File: src/rtl/ghost_catch_monitor_pkg.sv
// Shared encodings and widths for the ghost catch monitor.
package ghost_catch_monitor_pkg;

   localparam int X_W = 10;
   localparam int Y_W = 9;

   localparam logic [X_W-1:0] HIT_R_DEFAULT = 10'd12;

   typedef enum logic [1:0] {
      ST_PLAY    = 2'd0,
      ST_CAUGHT  = 2'd1,
      ST_RESPAWN = 2'd2,
      ST_OVER    = 2'd3
   } state_t;

endpackage

File: src/rtl/ghost_catch_monitor_overlap_check.sv
// Per-ghost overlap: both axis distances strictly inside the catch radius.
// Purely combinational; the caller registers the result.
module ghost_catch_monitor_overlap_check
   import ghost_catch_monitor_pkg::*;
#(
   parameter logic [X_W-1:0] HIT_R = HIT_R_DEFAULT
) (
   input  logic [X_W-1:0] i_pac_x,
   input  logic [Y_W-1:0] i_pac_y,
   input  logic [X_W-1:0] i_g_x,
   input  logic [Y_W-1:0] i_g_y,
   output logic           o_hit
);

   logic [X_W-1:0] w_dx;
   logic [Y_W-1:0] w_dy;

   // Larger minus smaller keeps the difference non-negative at operand width.
   assign w_dx = (i_pac_x >= i_g_x) ? (i_pac_x - i_g_x) : (i_g_x - i_pac_x);
   assign w_dy = (i_pac_y >= i_g_y) ? (i_pac_y - i_g_y) : (i_g_y - i_pac_y);

   assign o_hit = (w_dx < HIT_R) && (X_W'(w_dy) < HIT_R);

endmodule

File: src/rtl/ghost_catch_monitor.sv
// Catch monitor: detects Pacman/ghost overlap, deducts lives, sequences freeze and respawn.
// All outputs registered; state changes one cycle after the triggering input.
module ghost_catch_monitor
   import ghost_catch_monitor_pkg::*;
#(
   parameter logic [X_W-1:0] HIT_R        = HIT_R_DEFAULT,
   parameter logic [7:0]     FREEZE_TICKS = 8'd120,
   parameter logic [1:0]     START_LIVES  = 2'd3
) (
   input  logic           i_clk,
   input  logic           i_rst_n,
   input  logic           i_move_tick,
   input  logic [X_W-1:0] i_pac_x,
   input  logic [Y_W-1:0] i_pac_y,
   input  logic [X_W-1:0] i_g0_x,
   input  logic [Y_W-1:0] i_g0_y,
   input  logic [X_W-1:0] i_g1_x,
   input  logic [Y_W-1:0] i_g1_y,
   input  logic [X_W-1:0] i_g2_x,
   input  logic [Y_W-1:0] i_g2_y,
   input  logic           i_restart,
   output logic [1:0]     o_state,
   output logic [1:0]     o_lives,
   output logic           o_freeze,
   output logic           o_respawn,
   output logic [2:0]     o_hit_ghost
);

   logic [2:0] w_hit;
   state_t     r_state;
   logic [1:0] r_lives;
   logic [7:0] r_cnt;
   logic       r_freeze;
   logic       r_respawn;
   logic [2:0] r_hit;

   ghost_catch_monitor_overlap_check #(.HIT_R(HIT_R)) u_overlap_check_g0 (
      .i_pac_x (i_pac_x),
      .i_pac_y (i_pac_y),
      .i_g_x   (i_g0_x),
      .i_g_y   (i_g0_y),
      .o_hit   (w_hit[0])
   );

   ghost_catch_monitor_overlap_check #(.HIT_R(HIT_R)) u_overlap_check_g1 (
      .i_pac_x (i_pac_x),
      .i_pac_y (i_pac_y),
      .i_g_x   (i_g1_x),
      .i_g_y   (i_g1_y),
      .o_hit   (w_hit[1])
   );

   ghost_catch_monitor_overlap_check #(.HIT_R(HIT_R)) u_overlap_check_g2 (
      .i_pac_x (i_pac_x),
      .i_pac_y (i_pac_y),
      .i_g_x   (i_g2_x),
      .i_g_y   (i_g2_y),
      .o_hit   (w_hit[2])
   );

   always_ff @(posedge i_clk or negedge i_rst_n) begin
      if (!i_rst_n) begin
         r_state   <= ST_PLAY;
         r_lives   <= START_LIVES;
         r_cnt     <= '0;
         r_freeze  <= 1'b0;
         r_respawn <= 1'b0;
         r_hit     <= '0;
      end else begin
         r_hit     <= w_hit;
         r_respawn <= 1'b0;
         case (r_state)
            ST_PLAY: begin
               // Any number of simultaneous overlaps costs a single life.
               if (|w_hit) begin
                  r_freeze <= 1'b1;
                  r_cnt    <= FREEZE_TICKS;
                  if (r_lives <= 2'd1) begin
                     r_lives <= 2'd0;
                     r_state <= ST_OVER;
                  end else begin
                     r_lives <= r_lives - 2'd1;
                     r_state <= ST_CAUGHT;
                  end
               end
            end
            ST_CAUGHT: begin
               if (i_move_tick) begin
                  if (r_cnt <= 8'd1) begin
                     r_cnt     <= '0;
                     r_state   <= ST_RESPAWN;
                     r_respawn <= 1'b1;
                  end else begin
                     r_cnt <= r_cnt - 8'd1;
                  end
               end
            end
            ST_RESPAWN: begin
               r_state  <= ST_PLAY;
               r_freeze <= 1'b0;
            end
            default: begin
               if (i_restart) begin
                  r_lives   <= START_LIVES;
                  r_state   <= ST_RESPAWN;
                  r_respawn <= 1'b1;
               end
            end
         endcase
      end
   end

   assign o_state     = r_state;
   assign o_lives     = r_lives;
   assign o_freeze    = r_freeze;
   assign o_respawn   = r_respawn;
   assign o_hit_ghost = r_hit;

endmodule

File: config.mk
export PLATFORM = sky130hd
export DESIGN_NAME = ghost_catch_monitor
export DESIGN_NICKNAME = d
export VERILOG_FILES = /design/src/rtl/ghost_catch_monitor_pkg.sv /design/src/rtl/ghost_catch_monitor_overlap_check.sv /design/src/rtl/ghost_catch_monitor.sv
export SDC_FILE = /design/constraint.sdc
export NUM_CORES = 1
export LEC_CHECK = 0
export ABC_AREA = 1
export CELL_PAD_IN_SITES_DETAIL_PLACEMENT = 1
export CELL_PAD_IN_SITES_GLOBAL_PLACEMENT = 1
export CORE_ASPECT_RATIO = 0.9
export CORE_MARGIN = 2
export CORE_UTILIZATION = 42
export DETAILED_ROUTE_END_ITERATION = 12
export PLACE_DENSITY = 0.91
export SLEW_MARGIN = 10
export SYNTH_ARGS = -nofsm -noshare
export SYNTH_HDL_FRONTEND = slang
export SYNTH_SLANG_ARGS = --single-unit
File: constraint.sdc
create_clock -name i_clk -period 2.5 [get_ports i_clk]
set_input_delay 0.75 -clock i_clk [delete_from_list [all_inputs] [get_ports i_clk]]
set_output_delay 0.75 -clock i_clk [all_outputs]
set_load 0.05 [all_outputs]
==> results.py, run 1 <==
metrics = {
    "yosys": {
        "ys_warn_count": 0,
        "ys_seq_area_frac": 0.0596,
        "syn-num-nets": 1553,
        "ys_ff_latch": 17,
        "synth_area_leaders": "nand2_1, ha_1, inv_1",
        "synth_cells": 1359,
        "syn_avg_cell_area_um2": 5.28,
        "yosysTopAreaCell": "nand2_1",
        "synth.distinct_cells": 42,
        "synth_top_area_frac": 0.283,
        "netlist_area_mm2": 0.00718,
    },
    "clock_network": {
        "post_cts_buffers": 44,
        "cts_resized": 431,
        "root_buffer": "clkbuf_16",
        "cts_sinks": 17,
        "numCtsBuffers": 3,
        "clk_path_buf_depth": 2,
        "hold_buffers": 0,
        "h-tree-depth": 1,
    },
    "die": {
        "rows": 45,
        "die_w_um": 142,
        "start_util": 0.428,
        "pin_count": 89,
        "die_h_um": 128,
    },
    "outcome": {
        "toolErrorMsg": "[ERROR DPL-0033] detailed placement checks failed during check placement.",
        "stop_stage": "4_1_cts",
        "outcome": "aborted with a tool error",
    },
    "place": {
        "portBuffers": 88,
        "gp_congestion": 0.921,
        "place_ws_ns": -1.36,
        "dpl.hpwl_mm": 28.4,
    },
}
==> synthesized netlist by cell type <==
master and instances:
ha_1 114, a21oi_1 48, o21a_1 2, nand2_1 541, o21ai_0 17, nand4_2 1, dfrtp_1 15, nand3_2 4
o22ai_1 1, nor2_2 11, a21boi_0 1, inv_1 261, o21ai_1 1, xor2_1 16, nand4_1 27, nor2_4 5
nand3_1 120, a21o_1 8, nand3b_1 3, xnor2_1 3, nor2_1 110, o21ai_2 1, o31ai_1 1, nand2_4 4
buf_1 1, buf_8 1, nor4_1 1, nand2_8 1, clkbuf_2 1, nor3_1 2, clkbuf_1 1, dfstp_2 2
buf_2 7, nor3b_1 1, or2_2 1, o21bai_1 7, a31oi_1 2, inv_2 3, a21oi_2 2, nand2_2 9
nand3_4 1, inv_4 1
==> logic make-up after synthesis <==
kind of cell,after synthesis,synth area share
simple gates,842,0.499
buf+inv,276,0.148
fa+ha+maj,114,0.199
compound gates,91,0.0721
xor+xnor,19,0.0232
flops,17,0.0596
==> stage by stage <==
stage               area, um2  instances
floorplan                7370       1359
global placement         9600       1803
detailed placement       9600       1803
==> run 2, diff against run 1 <==
--- a/config.mk
+++ b/config.mk
@@ -6,13 +6,10 @@
 export NUM_CORES = 1
 export LEC_CHECK = 0
 export ABC_AREA = 1
-export CELL_PAD_IN_SITES_DETAIL_PLACEMENT = 1
-export CELL_PAD_IN_SITES_GLOBAL_PLACEMENT = 1
-export CORE_ASPECT_RATIO = 0.9
 export CORE_MARGIN = 2
-export CORE_UTILIZATION = 42
+export CORE_UTILIZATION = 34
 export DETAILED_ROUTE_END_ITERATION = 12
-export PLACE_DENSITY = 0.91
+export PLACE_DENSITY_LB_ADDON = 0.15
 export SLEW_MARGIN = 10
 export SYNTH_ARGS = -nofsm -noshare
 export SYNTH_HDL_FRONTEND = slang
==> run 2 against run 1 <==
Compared with the run above: the flow now finishes, with violations (negative setup slack); synthesized cell count stayed put; area after synthesis stayed put.
==> results.py, run 2 <==
metrics = {
    "outcome": {
        "outcome": "finished with violations",
        "violations": "negative setup slack",
    },
    "critical_path": {
        "slowest_stage": "ha_1",
        "crit_path_end_kind": "register",
        "cpLargestDelayFamily": "simple AND/OR/NAND/NOR gates",
        "path_max_fanout": 8,
        "path_depth": 19,
        "cp-startpoint": "i_pac_x[5]",
        "arrival_ns": 2.98,
        "path_cells": "buf_8 -> buf_4 -> buf_4 -> ha_1 -> a21oi_4 -> nand2_1 -> nand2_1 -> nand3_2 -> nor2_4 -> nand2_1 -> nand2_2 -> nor2_4 -> nand3_4 -> nor2_4 -> nor2_4 -> nand3_4 -> buf_6 -> nand3_1 -> nand2_1",
        "worst_r2r_path_depth": 9,
        "crit_end": "r_cnt[3]$_DFFE_PN0P_",
        "worstSetupPathType": "in2reg",
        "reg2reg_to": "o_state[1]$_DFFE_PN0P_",
        "crit_path_start_kind": "input port",
        "r2r-start": "r_cnt[0]$_DFFE_PN0P_",
        "required_ns": 2.64,
        "reg2reg_slack_ns": 0.39,
        "critPathBufInv": 4,
        "cpPeakStageDelay_ns": 0.25,
    },
    "yosys": {
        "synth_top_area_frac": 0.283,
        "syn-num-nets": 1553,
        "ys_seq_area_frac": 0.0596,
        "synth.distinct_cells": 42,
        "yosysMostFrequentCell": "nand2_1",
        "yosysTopAreaCell": "nand2_1",
        "ys_ff_latch": 17,
        "synth_area_leaders": "nand2_1, ha_1, inv_1",
        "synth_ff_type": "dfrtp_1",
        "ys_warn_count": 0,
        "netlist_area_mm2": 0.00718,
        "synth-edff-count": 0,
        "synthMuxAreaShare": 0,
        "synth_top_family_by_area": "simple AND/OR/NAND/NOR gates",
        "yosys.area_share.simple": 0.499,
        "synthXorXnorAreaFrac": 0.0232,
        "synth_fa_ha_area_frac": 0.199,
        "yosys-top-cells-count": "nand2_1, inv_1, nand3_1, ha_1, nor2_1",
        "synth_cells": 1359,
        "synth-compound-area-share": 0.0721,
        "syn_avg_cell_area_um2": 5.28,
        "async_flop_share": 1.00,
    },
    "grt": {
        "grt_max_degree": 18,
        "grtUsageTotal": 0.216,
        "antenna_found_initial": 1,
        "overflow": 0,
        "grt_pass1_vias": 8476,
        "grt_pass1_wl_mm": 39.7,
    },
    "pwr": {
        "powerDensity_mw_per_mm2": 341,
        "p_sw_uw": 1970,
        "switching_share": 0.511,
        "p_int_uw": 1890,
        "ir_drop_uv": 299,
        "clkPwrFrac": 0.083,
        "combPwrFrac": 0.807,
        "p_total_uw": 3860,
        "p_leak_uw": 0.00631,
        "pwr-share-seq": 0.110,
    },
    "drt": {
        "drt-total-wl_mm": 24.4,
        "num_vias": 8914,
        "wl_per_cell_um": 12.8,
        "drc_errors": 0,
        "drt_pre_antenna_iters": 7,
        "drt-vias-per-instance": 4.69,
        "ant_nets": 0,
        "dr.first_iter.drc_count": 390,
    },
    "hold_path": {
        "whs_path_depth": 2,
        "hold_path.class": "reg2reg",
    },
    "die": {
        "start_util": 0.344,
        "die-area_mm2": 0.0223,
        "pin_count": 89,
        "coreArea_mm2": 0.0209,
        "rows": 53,
        "die_w_um": 149,
        "die_h_um": 149,
    },
    "place": {
        "portBuffers": 88,
        "dpl.hpwl_mm": 19.9,
        "gp_congestion": 0.908,
        "dp_cells": 1859,
        "placed_area_mm2": 0.00962,
    },
    "sta": {
        "hold_ws_ns": 0.484,
        "tightest_slew_ns": 0.637,
        "period_share": 1.14,
        "fin_ws_ns": -0.341,
        "finalHoldViolCount": 0,
        "max_freq_mhz": 352,
        "grt_setup_unrepaired": "true",
        "finalClockSkew_ns": 0.00241,
        "drv_slew": 0,
        "maxSlewHeadroom": 0.576,
        "finalCriticalPeriod_ns": 2.84,
        "final-setup-viol-count": 15,
    },
    "clock_network": {
        "root_buffer": "clkbuf_16",
        "cts_sinks": 17,
        "numCtsBuffers": 3,
        "h-tree-depth": 1,
        "tritoncts": "done",
        "clk_path_buf_depth": 2,
        "clock_latency_ns": 0.25,
        "hold_buffers": 0,
        "clkSlewWorstSetupHoldPaths_ns": 0.05,
    },
    "cells_and_area": {
        "mostFrequentLayoutCells": "nand2_1, inv_1, buf_4, nand3_1, nand2_2",
        "final_common_cell": "nand2_1",
        "final_cells": 1901,
        "area_growth_pct": 58.0,
        "stdcell_area_mm2": 0.0113,
        "fin_nets": 1819,
        "largest_register_ffs": 8,
        "final_core_util": 0.543,
        "drive_gt1_frac": 0.315,
        "regMostFlops": "r_cnt",
    },
    "run": {
        "cap_violations": 0,
    },
}
## run 2: metrics by stage
| step | TNS [ns] | setup WS [ns] |
|---|---|---|
| after floorplan | -1.50 | -0.133 |
| after global placement | -20.39 | -1.40 |
| after detailed placement | -20.35 | -1.42 |
| after CTS | -3.88 | -0.327 |
| after global routing | -6.21 | -0.471 |
| final | -4.02 | -0.341 |
## run 2: worst reg2reg max path, stage by stage (launching register included)
cell     delay, ns
dfrtp_1       0.41
inv_1         0.11
ha_1          0.23
o21ai_0       0.10
nor4_1        0.45
inv_1         0.19
o22ai_1       0.29
nand2_1       0.12
nand2_1       0.07
nand2_1       0.05
## run 2: cell type report
type,count,area [um2]
sequential,17,428
timing repair buffer,271,2250
inverter,265,1030
clock buffer,4,78.8
fill,2136,9550
multi-input combinational,1067,7200
tap,275,344
antenna,2,5.00
## run 2: worst min-delay path by stage
stage,slack (ns),endpoint,from
after floorplan,0.45,o_freeze$_DFFE_PN0P_,i_rst_n
after global placement,0.48,o_lives[0]$_DFFE_PN1P_,o_lives[0]$_DFFE_PN1P_
after detailed placement,0.48,o_lives[0]$_DFFE_PN1P_,o_lives[0]$_DFFE_PN1P_
after CTS,0.49,o_lives[0]$_DFFE_PN1P_,o_lives[0]$_DFFE_PN1P_
after global routing,0.51,o_lives[0]$_DFFE_PN1P_,o_lives[0]$_DFFE_PN1P_
final,0.48,o_lives[1]$_DFFE_PN1P_,o_lives[1]$_DFFE_PN1P_
## run 2: layer usage
metal / wire, um / vias up / part of all wire / GRT usage
li1: - / 4719 / - / -
met1: 11500 / 3982 / 0.47 / 0.296
met2: 11700 / 186 / 0.48 / 0.380
met3: 835 / 27 / 0.034 / 0.00826
met4: 357 / 0 / 0.015 / 0.0381
met5: 0 / - / 0 / 0
## run 2: repair_timing
item                       CTS  global route
cloned                       1             0
pin swaps                  126            64
buffers inserted            28             7
setup endpoints to repair   16            16
resized for setup          349           116
## run 2: power groups by stage
stage | sequential [uW] | clock (uW) | combinational, uW
final | 424 | 320 | 3120
after global routing | 437 | 345 | 3460
after CTS | 421 | 324 | 2920
after detailed placement | 423 | 0 | 2540
after global placement | 425 | 0 | 2530
after floorplan | 496 | 0 | 1610
## run 2: cells by family (layout without fill, tap and decap cells)
kind of cell,Yosys count,count (layout)
other cells,0,2
fa+ha+maj,114,114
compound gates,91,91
buf+inv,276,540
flops,17,17
simple gates,842,843
xor+xnor,19,19
No activity file was read; power rests on OpenSTA's default activity.
==> run 3, diff against run 2 <==
--- a/config.mk
+++ b/config.mk
@@ -6,8 +6,10 @@
 export NUM_CORES = 1
 export LEC_CHECK = 0
 export ABC_AREA = 1
+export CAP_MARGIN = 25
 export CORE_MARGIN = 2
 export CORE_UTILIZATION = 34
+export CTS_BUF_LIST = sky130_fd_sc_hd__clkbuf_16
 export DETAILED_ROUTE_END_ITERATION = 12
 export PLACE_DENSITY_LB_ADDON = 0.15
 export SLEW_MARGIN = 10
==> run 3 against run 2 <==
Compared with the run above: die area unchanged; the run still ends with negative setup slack left; cell area did not move; cell count stayed put; clock-buffer cell count shrank 1; non-clock buffer count did not move; via count is the same; sequential cell count unchanged.
==> results.py, run 3 (synthesis results as in run 2) <==
metrics = {
    "critical_path": {
        "reg2reg_to": "o_state[1]$_DFFE_PN0P_",
        "crit_path_start_kind": "input port",
        "worstSetupPathType": "in2reg",
        "required_ns": 2.64,
        "cp-startpoint": "i_pac_x[5]",
        "path_max_fanout": 8,
        "worst_r2r_path_depth": 9,
        "reg2reg_slack_ns": 0.39,
        "r2r-start": "r_cnt[0]$_DFFE_PN0P_",
        "crit_end": "r_cnt[3]$_DFFE_PN0P_",
        "crit_path_end_kind": "register",
        "arrival_ns": 2.98,
    },
    "cells_and_area": {
        "final_core_util": 0.543,
        "area_growth_pct": 58.0,
        "fill_cells": 2136,
        "largest_register_ffs": 8,
        "stdcell_area_mm2": 0.0113,
        "drive_gt1_frac": 0.315,
        "final_common_cell": "nand2_1",
        "fin_nets": 1819,
        "mostFrequentLayoutCells": "nand2_1, inv_1, buf_4, nand3_1, nand2_2",
        "regMostFlops": "r_cnt",
    },
    "grt": {
        "overflow": 0,
        "antenna_found_initial": 1,
        "grt_pass1_wl_mm": 39.7,
        "grt_pass1_vias": 8476,
        "grt_max_degree": 18,
        "grtUsageTotal": 0.216,
    },
    "sta": {
        "hold_ws_ns": 0.484,
        "final-setup-viol-count": 15,
        "finalHoldViolCount": 0,
        "period_share": 1.14,
        "maxSlewHeadroom": 0.576,
        "finalCriticalPeriod_ns": 2.84,
        "fin_ws_ns": -0.340,
        "grt_setup_unrepaired": "true",
        "drv_slew": 0,
        "tightest_slew_ns": 0.637,
        "finalClockSkew_ns": 0.00212,
        "max_freq_mhz": 352,
    },
    "outcome": {
        "violations": "negative setup slack",
        "outcome": "finished with violations",
    },
    "drt": {
        "ant_nets": 0,
        "drc_errors": 0,
        "num_vias": 8914,
        "wl_per_cell_um": 12.8,
        "drt_pre_antenna_iters": 7,
        "dr.first_iter.drc_count": 390,
        "drt-vias-per-instance": 4.69,
        "drt-total-wl_mm": 24.4,
    },
    "place": {
        "gp_congestion": 0.908,
        "placed_area_mm2": 0.00962,
        "dpl.hpwl_mm": 19.9,
        "portBuffers": 88,
    },
    "die": {
        "die_w_um": 149,
        "rows": 53,
        "coreArea_mm2": 0.0209,
        "start_util": 0.344,
        "die_h_um": 149,
        "die-area_mm2": 0.0223,
        "pin_count": 89,
    },
    "hold_path": {
        "hold_path.class": "reg2reg",
    },
    "pwr": {
        "p_total_uw": 3860,
        "ir_drop_uv": 299,
        "p_leak_uw": 0.00631,
        "powerDensity_mw_per_mm2": 340,
    },
    "clock_network": {
        "numCtsBuffers": 3,
        "root_buffer": "clkbuf_16",
        "h-tree-depth": 1,
        "cts_sinks": 17,
        "hold_buffers": 0,
        "clk_path_buf_depth": 2,
        "clock_latency_ns": 0.25,
        "clkSlewWorstSetupHoldPaths_ns": 0.05,
        "tritoncts": "done",
    },
    "run": {
        "cap_violations": 0,
    },
}
run 3: final cells by class:
| type | count | area, um2 | area share |
|---|---|---|---|
| clock inverters | 1 | 3.75 | 0.000331 |
| diodes | 2 | 5.00 | 0.000441 |
| flip-flops and latches | 17 | 428 | 0.0377 |
| clock buffers | 3 | 75.1 | 0.00662 |
| multi-input cells | 1067 | 7200 | 0.635 |
| repair buffers | 271 | 2250 | 0.199 |
| well taps | 275 | 344 | 0.0303 |
| inverters | 265 | 1030 | 0.0912 |
run 3: worst max-delay path: stages:
cell,delay (ns)
buf_8,0.10
buf_4,0.12
buf_4,0.14
ha_1,0.25
a21oi_4,0.19
nand2_1,0.08
nand2_1,0.07
nand3_2,0.08
nor2_4,0.18
nand2_1,0.09
nand2_2,0.10
nor2_4,0.05
nand3_4,0.11
nor2_4,0.05
nor2_4,0.14
nand3_4,0.17
buf_6,0.18
nand3_1,0.06
nand2_1,0.06
run 3: worst min-delay path by stage:
stage	from	end	cells after the start	slack [ns]
after floorplan	i_rst_n	o_freeze$_DFFE_PN0P_	0	0.45
after global routing	o_lives[0]$_DFFE_PN1P_	o_lives[0]$_DFFE_PN1P_	2	0.51
after CTS	o_lives[0]$_DFFE_PN1P_	o_lives[0]$_DFFE_PN1P_	2	0.49
after detailed placement	o_lives[0]$_DFFE_PN1P_	o_lives[0]$_DFFE_PN1P_	2	0.48
after global placement	o_lives[0]$_DFFE_PN1P_	o_lives[0]$_DFFE_PN1P_	2	0.48
final	o_lives[1]$_DFFE_PN1P_	o_lives[1]$_DFFE_PN1P_	2	0.48
run 3: where the power goes:
group	leakage (uW)	total, uW	internal (uW)	switching (uW)
clock network	0.0000423	316	212	104
logic	0.00605	3120	1320	1800
registers	0.000218	424	350	74.8
total	0.00631	3860	1890	1970
run 3: through the flow:
step / setup TNS, ns / worst slack [ns] / instances
finish: -4.02 / -0.340 / 1901
global route: -6.21 / -0.471 / 1900
CTS: -3.88 / -0.327 / 1892
detailed placement: -20.35 / -1.42 / 1859
global placement: -20.39 / -1.40 / 1859
floorplan: -1.50 / -0.133 / 1359
run 3: routing by layer:
metal	GRT usage	vias up	part of all wire
met1	0.296	3982	0.47
met4	0.0381	0	0.015
met5	0	-	0
met3	0.00826	27	0.034
li1	-	4719	-
met2	0.380	186	0.48
run 3: repair_timing:
item | 4_1_cts | 5_1_grt
endpoints found under the hold margin | 0 | 0
resized for setup | 349 | 116
pin swaps | 126 | 64
buffers inserted | 28 | 7
cloned | 1 | 0
endpoints found under the setup margin | 16 | 16
==> RTL change 1 (settings of run 3) <==
Register the input `i_pac_x` before use, without a reset. The logic sees it one clock later. The other inputs are not delayed to match.
--- a/src/rtl/ghost_catch_monitor.sv
+++ b/src/rtl/ghost_catch_monitor.sv
@@ -26,6 +26,12 @@
    output logic [2:0]     o_hit_ghost
 );
 
+   logic [X_W-1:0] i_pac_x_q;
+
+   always_ff @(posedge i_clk) begin
+      i_pac_x_q <= i_pac_x;
+   end
+
    logic [2:0] w_hit;
    state_t     r_state;
    logic [1:0] r_lives;
@@ -35,7 +41,7 @@
    logic [2:0] r_hit;
 
    ghost_catch_monitor_overlap_check #(.HIT_R(HIT_R)) u_overlap_check_g0 (
-      .i_pac_x (i_pac_x),
+      .i_pac_x (i_pac_x_q),
       .i_pac_y (i_pac_y),
       .i_g_x   (i_g0_x),
       .i_g_y   (i_g0_y),
@@ -43,7 +49,7 @@
    );
 
    ghost_catch_monitor_overlap_check #(.HIT_R(HIT_R)) u_overlap_check_g1 (
-      .i_pac_x (i_pac_x),
+      .i_pac_x (i_pac_x_q),
       .i_pac_y (i_pac_y),
       .i_g_x   (i_g1_x),
       .i_g_y   (i_g1_y),
@@ -51,7 +57,7 @@
    );
 
    ghost_catch_monitor_overlap_check #(.HIT_R(HIT_R)) u_overlap_check_g2 (
-      .i_pac_x (i_pac_x),
+      .i_pac_x (i_pac_x_q),
       .i_pac_y (i_pac_y),
       .i_g_x   (i_g2_x),
       .i_g_y   (i_g2_y),
Formal check against the unedited RTL: not equivalent (a bounded check fails within 4 cycles, from zero or initial values and one cycle with i_rst_n low).
==> RTL change 1 against run 3 <==
- the run still ends with setup timing left
- routed wire length is 1.7% higher
- critical path type unchanged
- cell area is 3.8% higher
- clock skew is 0.0013 ns higher
- sequential cell count is 10 higher
- power is 7.8% higher
- largest power group unchanged
- synthesized area is 2.1% higher
- critical endpoint is now r_cnt[1]$_DFFE_PN0P_
- highest routed layer unchanged
- worst setup slack better by 0.17 ns
- clock power is 26% higher
==> RTL change 1: results (changes against run 3) <==
* Finished Core Util: 55.9% (+1.5 points)
* DR vias: 9111 (+2.2%)
- Setup tns final: -2.04 ns (+1.97 ns)
- Power drawn by the clock network: 399 µW (+26%)
* Largest stage delay on the critical path: 0.31 ns (+0.06 ns)
* Ant. Diodes: 0 (-2)
* Data arrival time at the worst-slack endpoint: 2.84 ns (-0.14 ns)
- The most critical setup path has its startpoint at i_g2_x[6].
- The clock slew at the register clock pins of the worst setup and hold paths was 0.08 ns (+0.03 ns).
- In this run the most critical hold path is launched from o_lives[0]$_DFFE_PN1P_.
- The path with the worst hold slack has its endpoint at o_lives[0]$_DFFE_PN1P_.
- The placed standard-cell area came to 0.0104 mm² (+8.1%).
* Via count of the first global-routing pass: 8908 (+5.1%)
- Count of distinct cell types in the synthesized netlist: 37 (-12%)
* Reg-to-Reg Start: i_pac_x_q[3]$_DFF_P_
- The met1 wire length was 11200 µm (-3.2%).
* Non-filler cells, final: 1942 (+2.2%)
- Initial DRT Pass Iterations: 6 (-1)
- Final setup viols: 14 (-1)
* Non-CTS buffers: 300 (+11%)
* Met3 Routed Length: 712 µm (-15%)
- The fraction of met2 tracks used by global routing was 41.4% (+3.4 points).
- Most instantiated cells after synthesis: nand2_1, inv_1, nand3_1, ha_1, nor2_1
- Met3 track demand over resource in global routing: 1.54% (+0.71 points)
* Failing checks: setup timing
- The met1 track demand over resource is 27.4% (-2.2 points).
- FF-to-FF setup slack: -0.05 ns (-0.44 ns)
* GP Congestion: 0.926 (+2.0%)
- Layout cells sized above 1: 34.2% (+2.7 points)
- The worst path setup slack after routing is -0.174 ns (+0.166 ns).
* Fin Hold WS: 0.491 ns (+0.00666 ns)
* Final-layout clock-cell area share: 0.712% (+0.017 points)
- Slowest cell on the critical path: ha_4
- DP Worst Slack: -1.09 ns (+0.321 ns)
- The register area share after synthesis came to 8.57% (+2.6 points).
- Total number of multi-input combinational cells: 1063 (-0.37%)
* Area of the core region: 0.0211 mm² (+0.95%)
- The clock latency on the worst-skew pair was 0.27 ns (+0.02 ns).
* Number of antenna violations at the first check in global routing: 0 (-1)
- RR Endpoint: r_cnt[1]$_DFFE_PN0P_
- The overall fraction of global-route tracks in use was 21.7% (+0.13 points).
* Outcome: finished with violations
* Leading post-synthesis cells by cell area: nand2_1, ha_1, inv_1
-- RTL change 1: changes by cell type after synthesis, sizes merged, moves of 3 or more --
cell,before,now
a21o,8,3
a21oi,50,55
buf,9,6
dfxtp,0,10
inv,265,273
nand3,125,139
nor2,126,112
nor3,2,7
o21a,2,6
o21ai,19,16
o21bai,7,2
-- RTL change 1: kinds of logic after synthesis --
family                     share of synthesized area (%)
xor gates and xnor gates                            2.27
buffers and inverters                               14.8
adders and majority gates                           19.5
AOI/OAI and AO/OA                                   6.42
and+or+nand+nor                                     48.5
DFF                                                 8.57
-- RTL change 1: timing repair --
| item | 4_1_cts | 5_1_grt |
|---|---|---|
| resized for setup | 370 | 83 |
| pin swaps | 131 | 78 |
| hold endpoints to repair | 0 | 0 |
| hold buffers | 0 | 0 |
| gates cloned | 1 | 0 |
| endpoints found under the setup margin | 16 | 16 |
| buffers inserted | 21 | 6 |
==> RTL change 2 (settings of run 3) <==
Made on the original files. Set the package constant `Y_W` to 18 (it was 9).
--- a/src/rtl/ghost_catch_monitor_pkg.sv
+++ b/src/rtl/ghost_catch_monitor_pkg.sv
@@ -2,7 +2,7 @@
 package ghost_catch_monitor_pkg;
 
    localparam int X_W = 10;
-   localparam int Y_W = 9;
+   localparam int Y_W = 18;
 
    localparam logic [X_W-1:0] HIT_R_DEFAULT = 10'd12;
 
Interface: changed (resized i_g0_y, i_g1_y, i_g2_y and i_pac_y); port bits go from 89 to 125. The function was not compared with the original's and may differ.
==> RTL change 2 against run 3 <==
- the flow still finishes with violations (setup timing)
- synthesized area grew 12%
- routed wire length is 19% higher
- sequential cell count unchanged
- non-clock buffer count increased by 96
- cell area grew 19%
- power grew 16%
- largest cell class unchanged
- critical path type unchanged
- worst setup slack got worse by 0.019 ns
==> RTL change 2: results (changes against run 3) <==
* Maximum number of pins on one net before global-route repair: 11 (-7)
- Hold wc startpoint: o_lives[0]$_DFFE_PN1P_
- The endpoint arrival time on the critical path is 3.00 ns (+0.02 ns).
- The number of port buffers is 124 (+41%).
* Hold worst-path end: o_lives[0]$_DFFE_PN1P_
- Aggregate global-route resource usage: 22.6% (+1.0 points)
- The fraction of met2 tracks used by global routing is 41.6% (+3.7 points).
* # resized after CTS: 402 (+15%)
- The met3 capacity usage during global routing was 1.45% (+0.63 points).
- Final setup viols: 15 (unchanged)
- The number of optimization iterations in the first detailed-route pass is 5 (-2).
- The filler cell count is 2268 (+6.2%).
- The leakage power is 7.35 nW (+16%).
- Reported sequential group power: 440 µW (+4%)
* Setup slack after layout: -0.359 ns (-0.0187 ns)
* Sequential share of the synthesized area: 5.31% (-0.65 points)
- Slew of the pin with the lowest slew margin: 0.509 ns (-0.127 ns)
- The routed length per placed instance came to 13.5 µm (+4.9%).
* Outcome: finished with violations
* Post-synthesis share of cell area spent on full adders, half adders and majority gates: 22.4% (+2.5 points)
- DP Worst Slack: -1.31 ns (+0.109 ns)
- Synthesized Nets: 1738 (+12%)
* Internal Power: 2.22 mW (+18%)
- By area the synthesized netlist is led by nand2_1, ha_1, inv_1.
- The share of the synthesized area in compound gates (AO/OA/AOI/OAI) came to 8.42% (+1.2 points).
- Most instantiated cells after synthesis: nand2_1, inv_1, ha_1, nand3_1, nor2_1
* Via count of the first global-routing pass: 9779 (+15%)
* Post-CTS Setup Bufs: 16 (-43%)
- GP Congestion: 0.886 (-2.4%)
* Share of total power in the clock network: 7.3% (-0.9 points)
- The worst supply voltage drop on vdd is 0.309 mV (+3.4%).
* R2r worst-path depth: 8 (-1)
- Total power per unit cell area: 332 mW/mm² (-2.3%)
- Failing checks: setup timing
- The number of cells in the design after placement is 2125 (+14%).
- Maximum fanout count along the critical path: 7 (-1)
[RTL change 2: area by class of cell]
cell class	instances	area, µm²	area share, %
Multi-Input combinational cell	1164	8390	62.3
Timing Repair Buffer	367	3040	22.6
Inverter	285	1120	8.34
Sequential cell	17	428	3.18
Tap cell	319	399	2.97
Clock buffer	3	75.1	0.558
Clock inverter	1	5.00	0.0372
Antenna cell	1	2.50	0.0186
[RTL change 2: worst max-delay path, cell delays in order]
cell        delay, ns
buf_8            0.08
clkinvlp_4       0.16
ha_4             0.36
nand2_4          0.09
nor2_4           0.10
nand2_2          0.06
nand3_2          0.09
nand2_4          0.11
buf_6            0.14
nand3_1          0.06
nand2_1          0.07
nor2_2           0.13
nor2_2           0.06
nand3_4          0.11
nor2_4           0.05
nor2_4           0.12
nand3_4          0.16
buf_6            0.18
nand3_1          0.06
nand2_1          0.05
